File: src/rtl/ps2_key_tracker_pkg.sv
// Shared constants and types for the PS/2 scancode-set-2 key tracker.
package ps2_pkg;

  // Protocol prefix and status bytes
  localparam logic [7:0] PS2_EXT    = 8'hE0;
  localparam logic [7:0] PS2_BRK    = 8'hF0;
  localparam logic [7:0] PS2_ACK    = 8'hFA;
  localparam logic [7:0] PS2_BAT    = 8'hAA;
  localparam logic [7:0] PS2_ECHO   = 8'hEE;
  localparam logic [7:0] PS2_RESEND = 8'hFE;
  localparam logic [7:0] PS2_OVF0   = 8'h00;
  localparam logic [7:0] PS2_OVF1   = 8'hFF;

  // Set-2 make codes for the usual game keys
  localparam logic [7:0] KEY_W     = 8'h1D;
  localparam logic [7:0] KEY_A     = 8'h1C;
  localparam logic [7:0] KEY_S     = 8'h1B;
  localparam logic [7:0] KEY_D     = 8'h23;
  localparam logic [7:0] KEY_P     = 8'h4D;
  localparam logic [7:0] KEY_SPACE = 8'h29;

  typedef enum logic [1:0] {
    ST_IDLE    = 2'd0,
    ST_EXT     = 2'd1,
    ST_BRK     = 2'd2,
    ST_EXT_BRK = 2'd3
  } seq_state_t;

  // Keyboard status replies that carry no key information
  function automatic logic is_status_byte(input logic [7:0] b);
    return (b == PS2_ACK) || (b == PS2_BAT) || (b == PS2_ECHO) || (b == PS2_RESEND);
  endfunction

  function automatic logic is_overflow_byte(input logic [7:0] b);
    return (b == PS2_OVF0) || (b == PS2_OVF1);
  endfunction

endpackage

File: src/rtl/ps2_key_tracker_if.sv
// Byte stream in from the PS/2 controller, key state out to game logic.
interface ps2_key_if #(
  parameter int NUM_KEYS = 4
);
  logic [7:0]          received_data;
  logic                received_data_en;
  logic [NUM_KEYS-1:0] key_held;
  logic [NUM_KEYS-1:0] key_press;
  logic [NUM_KEYS-1:0] key_release;
  logic                any_held;
  logic [7:0]          last_code;
  logic                last_ext;
  logic                last_break;
  logic                seq_error;

  modport master (
    output received_data, received_data_en,
    input  key_held, key_press, key_release, any_held,
    input  last_code, last_ext, last_break, seq_error
  );

  modport slave (
    input  received_data, received_data_en,
    output key_held, key_press, key_release, any_held,
    output last_code, last_ext, last_break, seq_error
  );
endinterface

File: src/rtl/ps2_key_tracker_seq_decoder.sv
// Prefix sequencer: turns the raw byte stream into completed codes with
// ext/break flags. Outputs are combinational for the current byte so the
// top level can register everything in a single stage.
//
// state      | meaning
// -----------+------------------------------------------
// ST_IDLE    | waiting for a prefix or a plain make code
// ST_EXT     | E0 seen, next code is an extended make
// ST_BRK     | F0 seen, next code is a break
// ST_EXT_BRK | E0 F0 seen, next code is an extended break
module ps2_seq_decoder
  import ps2_pkg::*;
#(
  parameter int TIMEOUT_CYCLES = 1_000_000
) (
  input  logic       clk,
  input  logic       rst,
  input  logic [7:0] data,
  input  logic       data_en,
  output logic       code_valid,
  output logic [7:0] code,
  output logic       is_ext,
  output logic       is_break,
  output logic       overflow,
  output logic       seq_error
);

  localparam int CNT_W = (TIMEOUT_CYCLES > 2) ? $clog2(TIMEOUT_CYCLES) : 1;
  localparam logic [CNT_W-1:0] CNT_LAST = CNT_W'(TIMEOUT_CYCLES - 1);

  seq_state_t       state, state_nxt;
  logic [CNT_W-1:0] cnt, cnt_nxt;

  assign code = data;

  // State and timeout counter registers
  always_ff @(posedge clk or posedge rst) begin
    if (rst) begin
      state <= ST_IDLE;
      cnt   <= '0;
    end else begin
      state <= state_nxt;
      cnt   <= cnt_nxt;
    end
  end

  // Next state and per-byte decode; a byte arriving on the expiry cycle wins
  always_comb begin
    state_nxt  = state;
    code_valid = 1'b0;
    is_ext     = 1'b0;
    is_break   = 1'b0;
    overflow   = 1'b0;
    seq_error  = 1'b0;
    if (data_en) begin
      case (state)
        ST_IDLE: begin
          if (data == PS2_EXT) begin
            state_nxt = ST_EXT;
          end else if (data == PS2_BRK) begin
            state_nxt = ST_BRK;
          end else if (!is_status_byte(data)) begin
            if (is_overflow_byte(data)) overflow = 1'b1;
            else                        code_valid = 1'b1;
          end
        end
        ST_EXT: begin
          if (data == PS2_EXT) begin
            seq_error = 1'b1;
          end else if (data == PS2_BRK) begin
            state_nxt = ST_EXT_BRK;
          end else begin
            code_valid = 1'b1;
            is_ext     = 1'b1;
            state_nxt  = ST_IDLE;
          end
        end
        ST_BRK, ST_EXT_BRK: begin
          if (data == PS2_EXT) begin
            seq_error = 1'b1;
            state_nxt = ST_EXT;
          end else if (data == PS2_BRK) begin
            seq_error = 1'b1;
          end else begin
            code_valid = 1'b1;
            is_break   = 1'b1;
            is_ext     = (state == ST_EXT_BRK);
            state_nxt  = ST_IDLE;
          end
        end
        default: state_nxt = ST_IDLE;
      endcase
    end else if ((state != ST_IDLE) && (cnt == CNT_LAST)) begin
      state_nxt = ST_IDLE;
      seq_error = 1'b1;
    end
  end

  // Gap counter only runs while a prefix is pending
  always_comb begin
    if (data_en || (state_nxt == ST_IDLE)) cnt_nxt = '0;
    else                                   cnt_nxt = cnt + 1'b1;
  end

endmodule

File: src/rtl/ps2_key_tracker.sv
// Key tracker top: matches completed codes against the key table, keeps the
// held state per key and generates one-cycle press/release pulses.
module ps2_key_tracker
  import ps2_pkg::*;
#(
  parameter int                    NUM_KEYS       = 4,
  parameter logic [NUM_KEYS*8-1:0] KEY_CODES      = {KEY_SPACE, KEY_P, KEY_S, KEY_W},
  parameter logic [NUM_KEYS-1:0]   KEY_EXT        = '0,
  parameter int                    TIMEOUT_CYCLES = 1_000_000
) (
  input logic     CLOCK_50,
  input logic     reset,
  ps2_key_if.slave bus
);

  logic                code_valid;
  logic [7:0]          dec_code;
  logic                dec_ext;
  logic                dec_break;
  logic                overflow;
  logic                dec_error;

  logic [NUM_KEYS-1:0] match;
  logic [NUM_KEYS-1:0] held_q, held_nxt;
  logic [NUM_KEYS-1:0] press_q, press_nxt;
  logic [NUM_KEYS-1:0] release_q, release_nxt;
  logic [7:0]          last_code_q;
  logic                last_ext_q;
  logic                last_break_q;
  logic                seq_error_q;

  ps2_seq_decoder #(
    .TIMEOUT_CYCLES(TIMEOUT_CYCLES)
  ) u_seq (
    .clk       (CLOCK_50),
    .rst       (reset),
    .data      (bus.received_data),
    .data_en   (bus.received_data_en),
    .code_valid(code_valid),
    .code      (dec_code),
    .is_ext    (dec_ext),
    .is_break  (dec_break),
    .overflow  (overflow),
    .seq_error (dec_error)
  );

  // Every table entry whose code and ext flag match the current code
  always_comb begin
    match = '0;
    for (int i = 0; i < NUM_KEYS; i++) begin
      match[i] = (dec_code == KEY_CODES[i*8 +: 8]) && (dec_ext == KEY_EXT[i]);
    end
  end

  // Edge detection on held state; repeats and stray breaks fall out naturally
  always_comb begin
    press_nxt   = '0;
    release_nxt = '0;
    if (code_valid) begin
      if (dec_break) release_nxt = match & held_q;
      else           press_nxt   = match & ~held_q;
    end else if (overflow) begin
      release_nxt = held_q;
    end
    held_nxt = (held_q | press_nxt) & ~release_nxt;
  end

  // Single output register stage
  always_ff @(posedge CLOCK_50 or posedge reset) begin
    if (reset) begin
      held_q       <= '0;
      press_q      <= '0;
      release_q    <= '0;
      last_code_q  <= 8'h00;
      last_ext_q   <= 1'b0;
      last_break_q <= 1'b0;
      seq_error_q  <= 1'b0;
    end else begin
      held_q      <= held_nxt;
      press_q     <= press_nxt;
      release_q   <= release_nxt;
      seq_error_q <= dec_error;
      if (code_valid) begin
        last_code_q  <= dec_code;
        last_ext_q   <= dec_ext;
        last_break_q <= dec_break;
      end
    end
  end

  assign bus.key_held    = held_q;
  assign bus.key_press   = press_q;
  assign bus.key_release = release_q;
  assign bus.any_held    = |held_q;
  assign bus.last_code   = last_code_q;
  assign bus.last_ext    = last_ext_q;
  assign bus.last_break  = last_break_q;
  assign bus.seq_error   = seq_error_q;

endmodule

File: src/flat_wrapper.sv
// flat-port wrapper written by rule: the top's interface ports become plain ports
module ps2_key_tracker_flat import ps2_pkg::*;
#(
  parameter int                    NUM_KEYS       = 4,
  parameter logic [NUM_KEYS*8-1:0] KEY_CODES      = {KEY_SPACE, KEY_P, KEY_S, KEY_W},
  parameter logic [NUM_KEYS-1:0]   KEY_EXT        = '0,
  parameter int                    TIMEOUT_CYCLES = 1_000_000
)
  (CLOCK_50, reset, bus_received_data, bus_received_data_en, bus_key_held, bus_key_press, bus_key_release, bus_any_held, bus_last_code, bus_last_ext, bus_last_break, bus_seq_error);
  ps2_key_if #(.NUM_KEYS(NUM_KEYS)) bus_i ();
  input logic CLOCK_50;
  input logic reset;
  input wire logic [$bits(bus_i.received_data)-1:0] bus_received_data;
  input wire logic [$bits(bus_i.received_data_en)-1:0] bus_received_data_en;
  output wire logic [$bits(bus_i.key_held)-1:0] bus_key_held;
  output wire logic [$bits(bus_i.key_press)-1:0] bus_key_press;
  output wire logic [$bits(bus_i.key_release)-1:0] bus_key_release;
  output wire logic [$bits(bus_i.any_held)-1:0] bus_any_held;
  output wire logic [$bits(bus_i.last_code)-1:0] bus_last_code;
  output wire logic [$bits(bus_i.last_ext)-1:0] bus_last_ext;
  output wire logic [$bits(bus_i.last_break)-1:0] bus_last_break;
  output wire logic [$bits(bus_i.seq_error)-1:0] bus_seq_error;
  assign bus_i.received_data = bus_received_data;
  assign bus_i.received_data_en = bus_received_data_en;
  assign bus_key_held = bus_i.key_held;
  assign bus_key_press = bus_i.key_press;
  assign bus_key_release = bus_i.key_release;
  assign bus_any_held = bus_i.any_held;
  assign bus_last_code = bus_i.last_code;
  assign bus_last_ext = bus_i.last_ext;
  assign bus_last_break = bus_i.last_break;
  assign bus_seq_error = bus_i.seq_error;
  ps2_key_tracker #(.NUM_KEYS(NUM_KEYS), .KEY_CODES(KEY_CODES), .KEY_EXT(KEY_EXT), .TIMEOUT_CYCLES(TIMEOUT_CYCLES)) u_core (.CLOCK_50(CLOCK_50), .reset(reset), .bus(bus_i));
endmodule
File: config.mk
export PLATFORM = sky130hd
export DESIGN_NAME = ps2_key_tracker_flat
export DESIGN_NICKNAME = d
export VERILOG_FILES = /design/src/rtl/ps2_key_tracker_pkg.sv /design/src/rtl/ps2_key_tracker_if.sv /design/src/rtl/ps2_key_tracker_seq_decoder.sv /design/src/rtl/ps2_key_tracker.sv /design/src/flat_wrapper.sv
export SDC_FILE = /design/constraint.sdc
export NUM_CORES = 1
export LEC_CHECK = 0
export CAP_MARGIN = 10
export CORE_ASPECT_RATIO = 0.8
export CORE_MARGIN = 5
export CORE_UTILIZATION = 48
export CTS_CLUSTER_DIAMETER = 120
export CTS_CLUSTER_SIZE = 16
export DETAILED_ROUTE_END_ITERATION = 16
export PLACE_DENSITY = 0.76
export SLEW_MARGIN = 20
export SYNTH_ARGS = -nofsm -noshare
export SYNTH_HDL_FRONTEND = slang
export SYNTH_SLANG_ARGS = --single-unit
export TNS_END_PERCENT = 30
File: constraint.sdc
create_clock -name CLOCK_50 -period 1.85 [get_ports CLOCK_50]
set_input_delay 0.2775 -clock CLOCK_50 [delete_from_list [all_inputs] [get_ports CLOCK_50]]
set_output_delay 0.2775 -clock CLOCK_50 [all_outputs]
set_load 0.02 [all_outputs]
==> results of run 1 <==
==> power groups by stage <==
stage	Clock (W)	Sequential, W	Combinational (W)
global route	0.000648	0.00103	0.000353
global placement	0	0.00105	0.000317
floorplan	0	0.00109	0.000115
CTS	0.000604	0.00103	0.000323
detailed placement	0	0.00105	0.000322
finish	0.000580	0.00103	0.000331
==> cell families (layout without fill, tap and decap cells) <==
kind of cell / Yosys count / count (layout) / synth area share, %
simple gates: 104 / 104 / 24.8
flops: 45 / 45 / 51.7
compound gates: 29 / 29 / 10.6
xor+xnor: 18 / 18 / 7.24
buf+inv: 13 / 88 / 2.30
mux: 4 / 4 / 2.76
fa+ha+maj: 1 / 1 / 0.574
==> metal layers <==
metal | GRT usage (%) | routed length [µm]
met5 | 0 | 0
met1 | 26.3 | 2470
met4 | 5.27 | 52
met3 | 4.11 | 310
met2 | 24.8 | 2290
==> path summary, 6_finish.rpt <==
check	to	slack, ns	cells past startpoint
setup / recovery	u_core.bus.last_code[6]	0.02	6
min in group CLOCK_50	u_core.bus.last_code[3]	0.38	3
max in group asynchronous	u_core.bus.last_code[6]	1.31	3
hold reg to reg	u_core.bus.last_break	0.51	1
setup reg to reg	u_core.u_seq.cnt[17]	0.08	7
hold / removal	u_core.u_seq.cnt[8]	0.33	3
==> synthesized netlist by cell type (3+ instances only) <==
master     n
dfrtp_1   45
nor2_1    39
nand2_1   12
nand3_1   11
nor3_1    11
xnor2_1    9
xor2_1     9
nand4_1    8
clkbuf_1   7
a22o_1     6
inv_1      5
o21a_1     5
o21ai_0    5
mux2_4     4
nor4_1     4
a21oi_1    3
a221oi_1   3
and4_1     3
or3_1      3
==> area by class of cell <==
cell class	instances	area, µm²
Clock buffer	5	68.8
Clock inverter	3	17.5
Timing Repair Buffer	75	658
Multi-Input combinational cell	156	1060
Fill cell	309	1260
Sequential cell	45	1130
Tap cell	57	71.3
Inverter	5	18.8
==> worst min-delay path: cells and delay by family <==
family                 cells  cell delay, ns
buffers and inverters      3            0.72
==> per-stage QoR <==
stage,worst slack (ns),hold WS (ns)
6_report,0.0165,0.329
3_3_place_gp,-0.490,0.474
4_1_cts,0.00368,0.340
5_1_grt,-0.0200,0.368
3_5_place_dp,-0.523,0.484
2_1_floorplan,-0.0923,0.410
==> state kept, by name, indices dropped and copies added, names as in the netlist <==
| name | cells |
|---|---|
| u_core.bus.key_held | 4 |
| u_core.bus.key_press | 4 |
| u_core.bus.key_release | 4 |
| u_core.bus.last_break | 1 |
| u_core.bus.last_code | 8 |
| u_core.bus.last_ext | 1 |
| u_core.bus.seq_error | 1 |
| u_core.u_seq.cnt | 20 |
| u_core.u_seq.state | 2 |
==> repair_timing <==
action / CTS / global route
buffers inserted: 3 / 2
gates cloned: 0 / 0
endpoints found under the setup margin: 44 / 43
gates resized for setup: 20 / 14
pin swaps: 4 / 1
==> out/metrics.cfg, run 1 <==
[floorplanning]
die-height_um = 70.3
ios = 35
initial_utilization_pct = 50.9
design.core.area_um2 = 4280
num_rows = 21
die_w_um = 85.3
die_area_um2 = 5990

[finish]
final_common_cell = dfrtp_1
area_growth_pct = 38.7
num_antenna_cells = 0
drive_above_1_share_pct = 24.9
fin_nets = 300
fin_cells = 346
fin_util_pct = 70.6
final_area_um2 = 3020
final_cell_mix = 45 x dfrtp_1, 39 x nor2_1, 37 x buf_4, 25 x clkdlybuf4s50_1

[synthesis]
synth_edf_count = 0
synth-seq-cells = 45
synth_top_area_share_pct = 51.7
synthDistinctLibCells = 37
synth-seq-area-share_pct = 51.7
synth_top_cell_by_area = dfrtp_1
synth_cells = 214
syn_avg_cell_area_um2 = 10.2
synth.area.top_cells = dfrtp_1 52%, nor2_1 6.7%, xnor2_1 3.6%
yosys_most_used_dff = dfrtp_1
syn_nets = 226
synth_async_sr_flop_share_pct = 100
syn_area_um2 = 2180
yosys_warnings = 0

[detailed_routing]
final_antenna_net_count = 0
drcViolationCount = 0
vias = 1907
wl_per_cell_um = 14.8
viasPerCell = 5.51
firstDrtPassIters = 4
routed_wirelength_mm = 5.13
drt_iter0_markers = 110

[clock_tree]
htree_levels = 2
cts_root_buffer = clkbuf_8
cts.clk_slew.worst_paths_ns = 0.08
clock_sinks = 45
clockBufferDepth = 2
hold_buffers = 0
cts-buffers-inserted = 5
insertion_delay_ns = 0.29
tritoncts = built

[flow_run]
cap_violations = 0

[timing]
timing.slew.headroom_pct = 76.3
setup_tns_ns = 0
min_period_ns = 1.83
fin_crit_sh_pct = 99.1
setup_viol = 0
drv_slew = 0
skew_ns = 0.00609
hold_viol_final = 0
worst_pin_slew_ns = 0.350
max_freq_mhz = 545

[global_route]
grt_max_degree = 46
grt.total_usage_pct = 17.5
overflow = 0
grt_first_pass_wirelength_mm = 8.49
grt_pass1_vias = 1792
antenna_found_initial = 0

[power]
power.switching_w = 0.000506
pwr-share-clk_pct = 29.9
irDropWorstVdd_uv = 411
netSwitchingFraction_pct = 26.1
power_leakage_nw = 1.30
seq_power_share_pct = 53.0
intPower_w = 0.00143
p_total_w = 0.00194
powerDensity_nw_per_um2 = 642
power_frac_comb_pct = 17.1

[place]
port_buffers = 34
gp_congestion = 0.853
dp.cells = 333
hpwl_mm = 3.58
place_area_um2 = 2850

[setup_path]
crit_path_end_kind = flop
crit_arrival_ns = 2.01
cp_top_family = simple AND/OR/NAND/NOR gates
cp-start-kind = input port
timing_worst_setup_path_type = in -> reg
rr_startpoint = u_core.u_seq.cnt[0]
cp_num_buf_inv = 2
critical_path.slowest_cell = or4b_4
crit_chain = dlygate4sd2_1 > or3_4 > or4b_4 > o311ai_4 > buf_4 > mux2_4
crit_required_ns = 2.03
path_max_fanout = 3
cpPeakStageDelay_ns = 0.54
cp-startpoint = bus_received_data[5]

[run_status]
outcome = finished clean

[min_path]
hold_class = in -> async

Note: power is estimated with default switching activity, not from simulation.
==> run 2, diff against run 1 <==
--- a/config.mk
+++ b/config.mk
@@ -6,7 +6,7 @@
 export NUM_CORES = 1
 export LEC_CHECK = 0
 export CAP_MARGIN = 10
-export CORE_ASPECT_RATIO = 0.8
+export CORE_ASPECT_RATIO = 0.7
 export CORE_MARGIN = 5
 export CORE_UTILIZATION = 48
 export CTS_CLUSTER_DIAMETER = 120
==> run 2 against run 1 <==
Global-route usage rose by 1.1 points. Register-to-register slack hardly changed. Largest power group unchanged. Sequential share of layout area increased by 0.60 points. Non-clock buffer count shrank 4. Core utilization is 2.2 points lower. Via count shrank 3.3%. Critical path type unchanged. Combinational power decreased by 2%. Maximum frequency grew 0.15%.
==> out/metrics.cfg, run 2 (synthesis gave the netlist of run 1 again) <==
[run_status]
outcome = finished clean

[timing]
min_period_ns = 1.83
setup_ws_ns = 0.0192
skew_ns = 0.00818
max_freq_mhz = 546
rsz0062_at_grt = true
hold_ws_ns = 0.324
setup_tns_ns = 0
setup_viol = 0
worst_pin_slew_ns = 0.383
timing.slew.headroom_pct = 74.1
fin_crit_sh_pct = 99.0
hold_viol_final = 0
drv_slew = 0

[floorplanning]
die_area_um2 = 6010
die_w_um = 90.5
die-height_um = 66.4
num_rows = 20
initial_utilization_pct = 50.0
ios = 35
design.core.area_um2 = 4350

[finish]
fin_nets = 296
largest_register = u_core.u_seq.cnt
fillers = 368
drive_above_1_share_pct = 21.8
fin_cells = 339
final_cell_mix = 45 x dfrtp_1, 39 x nor2_1, 34 x buf_4, 25 x clkdlybuf4s50_1
seq_area_um2 = 1130
num_antenna_cells = 0
largest_reg_flops = 20
area_growth_pct = 36.5
multi_input_area_um2 = 1040
final_common_cell = dfrtp_1

[detailed_routing]
wl_per_cell_um = 15.3
vias = 1845
final_antenna_net_count = 0
routed_wirelength_mm = 5.17
drt_iter0_markers = 106
drcViolationCount = 0
firstDrtPassIters = 4
viasPerCell = 5.44

[setup_path]
cp-endpoint = u_core.bus.last_code[4]
r2r_slack_ns = 0.08
crit_required_ns = 2.04
ff2ff_path_depth = 7
crit_path_end_kind = flop
cp_num_cells = 6
critical_path.slowest_cell = or4b_4
cp_top_family = simple AND/OR/NAND/NOR gates
timing_worst_setup_path_type = in -> reg
path_max_fanout = 5
crit_arrival_ns = 2.02
crit_chain = dlygate4sd2_1 > or4_4 > or4b_4 > o311ai_4 > buf_6 > mux2_4
cp-startpoint = bus_received_data[2]
cp-start-kind = input port
cpPeakStageDelay_ns = 0.51
cp_num_buf_inv = 2
rr_endpoint = u_core.u_seq.cnt[6]
rr_startpoint = u_core.u_seq.cnt[0]

[global_route]
grt_first_pass_wirelength_mm = 8.83
antenna_found_initial = 0
grt_max_degree = 46
grt.total_usage_pct = 18.6
overflow = 0
grt_pass1_vias = 1825

[place]
place_ws_ns = -0.521
port_buffers = 34
hpwl_mm = 3.71
gp_congestion = 0.912
dp.cells = 330

[power]
irDropWorstVdd_uv = 400
powerDensity_nw_per_um2 = 662
power_frac_comb_pct = 16.5
netSwitchingFraction_pct = 25.5
seq_power_share_pct = 52.3
p_total_w = 0.00197
intPower_w = 0.00147
pwr-share-clk_pct = 31.2
power_leakage_nw = 1.26
power.switching_w = 0.000502

[clock_tree]
clockBufferDepth = 2
htree_levels = 2
cts_root_buffer = clkbuf_8
cts-buffers-inserted = 5
cts.clk_slew.worst_paths_ns = 0.08
insertion_delay_ns = 0.30
clock_sinks = 45
tritoncts = built

[flow_run]
cap_violations = 0

[min_path]
hold_class = in -> async

-- run 2: how the worst min path moves through the flow --
| stage | from | end | slack [ns] | cells after the start |
|---|---|---|---|---|
| global placement | u_core.u_seq.cnt[0] | u_core.u_seq.cnt[0] | 0.47 | 1 |
| finish | reset | u_core.bus.key_press[1] | 0.32 | 3 |
| CTS | reset | u_core.u_seq.cnt[11] | 0.34 | 3 |
| floorplan | bus_received_data[0] | u_core.bus.last_code[0] | 0.41 | 1 |
| detailed placement | u_core.u_seq.cnt[0] | u_core.u_seq.cnt[0] | 0.48 | 1 |
| global route | reset | u_core.u_seq.cnt[16] | 0.36 | 3 |
-- run 2: repair_timing --
action                                  4_1_cts  5_1_grt
resized for setup                            18        7
hold buffers                                  0        0
pin swaps                                     4        2
cloned                                        0        0
setup buffers                                 2        0
endpoints found under the setup margin       23       41
-- run 2: final cells by class --
type | instances | area share (%)
Timing Repair Buffer | 71 | 21.3
Sequential cell | 45 | 37.9
Multi-Input combinational cell | 156 | 35.0
Clock buffer | 7 | 2.90
Tap cell | 55 | 2.31
Inverter | 5 | 0.631
-- run 2: worst register-to-register path, stage by stage, from the launching register on --
cell and delay, ns:
dfrtp_1 0.41, ha_1 0.23, and4_1 0.23, nand2_2 0.11, nor4_2 0.06, or3_4 0.38, buf_12 0.16, nor2_1 0.13
-- run 2: per-stage QoR --
stage                     cell area [µm²]  utilization [%]
after floorplan                      2200                -
after global placement               2850             65.5
after detailed placement             2850             65.5
after CTS                            2950             67.7
after global routing                 2970             68.3
final                                2970             68.3
-- run 2: per-layer routing --
metal	share of wire, %	GRT usage, %	vias to the layer above
met5	0	0	-
met4	1.5	7.81	0
met3	5.3	4.10	8
met2	43	27.2	54
met1	50	26.6	879
li1	-	-	904
-- run 2: power groups by stage --
stage	Sequential, W	Combinational [W]	Clock (W)
after floorplan	0.00109	0.000115	0
after global placement	0.00105	0.000319	0
after detailed placement	0.00105	0.000326	0
after CTS	0.00103	0.000322	0.000630
after global routing	0.00104	0.000350	0.000670
final	0.00103	0.000324	0.000614
==> run 3, diff against run 2 <==
--- a/config.mk
+++ b/config.mk
@@ -8,7 +8,7 @@
 export CAP_MARGIN = 10
 export CORE_ASPECT_RATIO = 0.7
 export CORE_MARGIN = 5
-export CORE_UTILIZATION = 48
+export CORE_UTILIZATION = 49
 export CTS_CLUSTER_DIAMETER = 120
 export CTS_CLUSTER_SIZE = 16
 export DETAILED_ROUTE_END_ITERATION = 16
@@ -16,5 +16,6 @@
 export SLEW_MARGIN = 20
 export SYNTH_ARGS = -nofsm -noshare
 export SYNTH_HDL_FRONTEND = slang
+export SYNTH_HIERARCHICAL = 1
 export SYNTH_SLANG_ARGS = --single-unit
 export TNS_END_PERCENT = 30
==> run 3 against run 2 <==
Register-to-register slack improved by 0.05 ns. Core utilization is 3.4 points lower. Design area is 4.4% higher. Clock skew shrank 0.0017 ns. Critical path type unchanged. Largest power group unchanged. Highest routed layer unchanged.
==> out/metrics.cfg, run 3 <==
[synthesis]
synth_async_sr_flop_share_pct = 100
syn_area_um2 = 2420
synth_edf_count = 0
synth_top_area_share_pct = 46.5
yosysMostFrequentCell = dfrtp_1
synth-seq-area-share_pct = 46.5
synth-seq-cells = 45
syn_nets = 235
synth_top_cell_by_area = dfrtp_1
synth_cells = 223
synth.area.top_cells = dfrtp_1 47%, nand4_1 4.9%, mux2_2 4.7%
syn_avg_cell_area_um2 = 10.9
yosys_warnings = 6
synthDistinctLibCells = 54
yosys_most_used_dff = dfrtp_1
synth_common_cells = 45 x dfrtp_1, 19 x nand4_1, 16 x nor2_1, 10 x mux2_2, 9 x buf_4

[power]
pwr-share-clk_pct = 31.0
power_frac_comb_pct = 15.7
power.switching_w = 0.000506
powerDensity_nw_per_um2 = 619
intPower_w = 0.00142
p_total_w = 0.00192
power_leakage_nw = 1.31
seq_power_share_pct = 53.3
irDropWorstVdd_uv = 371
netSwitchingFraction_pct = 26.3

[clock_tree]
tritoncts = built
htree_levels = 2
cts.clk_slew.worst_paths_ns = 0.08
cts-buffers-inserted = 5
cts_root_buffer = clkbuf_8
clock_sinks = 45
insertion_delay_ns = 0.30
hold_buffers = 0
clockBufferDepth = 2

[min_path]
hold_class = in -> reg
hold_depth = 2

[detailed_routing]
firstDrtPassIters = 5
routed_wirelength_mm = 5.73
wl_per_cell_um = 16.4
vias = 1994
final_antenna_net_count = 0
drcViolationCount = 0
viasPerCell = 5.71
drt_iter0_markers = 158

[setup_path]
crit_arrival_ns = 1.97
ff2ff_path_depth = 5
timing_worst_setup_path_type = in -> reg
cp-start-kind = input port
crit_required_ns = 2.04
path_max_fanout = 6
crit_path_end_kind = flop

[finish]
area_growth_pct = 28.3
drive_above_1_share_pct = 29.6
largest_register = u_core/u_seq/cnt
num_antenna_cells = 0
final_cell_mix = 45 x dfrtp_1, 29 x buf_4, 25 x clkdlybuf4s50_1, 19 x nand4_1, 15 x nor2_1
final_common_cell = dfrtp_1
largest_reg_flops = 20
fin_cells = 349
final_area_um2 = 3110
fin_nets = 291

[floorplanning]
die_area_um2 = 6470
die-height_um = 68.8
die_w_um = 94.0
ios = 35
initial_utilization_pct = 50.6
design.core.area_um2 = 4780
num_rows = 21

[timing]
min_period_ns = 1.78
setup_viol = 0
timing.slew.headroom_pct = 72.9
skew_ns = 0.00650
hold_viol_final = 0
setup_tns_ns = 0
drv_slew = 0
worst_pin_slew_ns = 0.403
fin_crit_sh_pct = 96.4
max_freq_mhz = 561
setup_ws_ns = 0.0672

[flow_run]
cap_violations = 0

[place]
port_buffers = 34
gp_congestion = 0.831
place_area_um2 = 2980
hpwl_mm = 4.03
place_ws_ns = -0.490
dp.cells = 338

[run_status]
outcome = finished clean

[global_route]
antenna_found_initial = 0
overflow = 0
grt_max_degree = 24
met1_usage_pct = 28.8
grt_util_met2_pct = 27.7
grt_first_pass_wirelength_mm = 9.56
grt_pass1_vias = 1870
grt.total_usage_pct = 19.3
met3_usage_pct = 4.34
grt_busiest_layer = met1

==> run 3: metal layers <==
| metal | wire [µm] | vias to the layer above |
|---|---|---|
| li1 | - | 929 |
| met1 | 2770 | 979 |
| met2 | 2540 | 77 |
| met3 | 341 | 9 |
| met4 | 80 | 0 |
| met5 | 0 | - |
==> run 3: worst paths after layout <==
check                                        start                       to  slack, ns
setup / recovery              bus_received_data[3]   u_core/bus.key_held[0]       0.07
hold / removal                bus_received_data[6]  u_core/bus.last_code[6]       0.32
setup reg to reg               u_core/u_seq/cnt[0]     u_core/u_seq/cnt[14]       0.13
hold reg to reg            u_core/bus.last_code[4]  u_core/bus.last_code[4]       0.51
max in group asynchronous                    reset  u_core/bus.last_code[7]       1.26
min in group asynchronous                    reset     u_core/u_seq/cnt[14]       0.35
==> run 3: layout make-up <==
| class | instances | area [µm²] |
|---|---|---|
| Inverter | 5 | 18.8 |
| Fill cell | 400 | 1680 |
| Timing Repair Buffer | 65 | 564 |
| Clock inverter | 3 | 17.5 |
| Clock buffer | 5 | 68.8 |
| Tap cell | 69 | 86.3 |
| Sequential cell | 45 | 1130 |
| Multi-Input combinational cell | 157 | 1220 |
==> run 3: timing repair <==
| item | 4_1_cts | 5_1_grt |
|---|---|---|
| pin swaps | 8 | 6 |
| buffers inserted | 2 | 1 |
| gates resized for setup | 17 | 13 |
| setup endpoints to repair | 23 | 37 |
==> run 3: metrics by stage <==
stage	hold slack, ns	utilization, %
5_1_grt	0.319	64.9
3_5_place_dp	0.499	62.2
4_1_cts	0.350	64.7
6_report	0.322	64.9
3_3_place_gp	0.487	62.2
2_1_floorplan	0.267	-
==> run 3: power by group through the flow <==
stage	Sequential (W)	Clock [W]	Combinational, W
2_1_floorplan	0.00108	0	0.000116
3_3_place_gp	0.00104	0	0.000294
3_5_place_dp	0.00104	0	0.000300
4_1_cts	0.00102	0.000618	0.000295
5_1_grt	0.00103	0.000673	0.000325
6_report	0.00102	0.000596	0.000301
==> run 3: logic make-up (layout without fill, tap and decap cells) <==
group           Yosys count  after routing  share of synthesized area, %
flops                    45             45                          46.5
simple gates            102            102                          28.1
fa+ha+maj                 1              1                         0.517
buf+inv                  21             78                          5.74
xor+xnor                 12             12                          4.34
mux                      10             10                          4.65
compound gates           32             32                          10.1
==> run 3: critical path, stage by stage <==
cell	delay, ns
dlygate4sd2_1	0.27
buf_4	0.14
nand4_1	0.18
a211oi_2	0.28
a211oi_2	0.07
o21ba_4	0.23
nor2b_4	0.13
and4_1	0.21
a31o_1	0.19
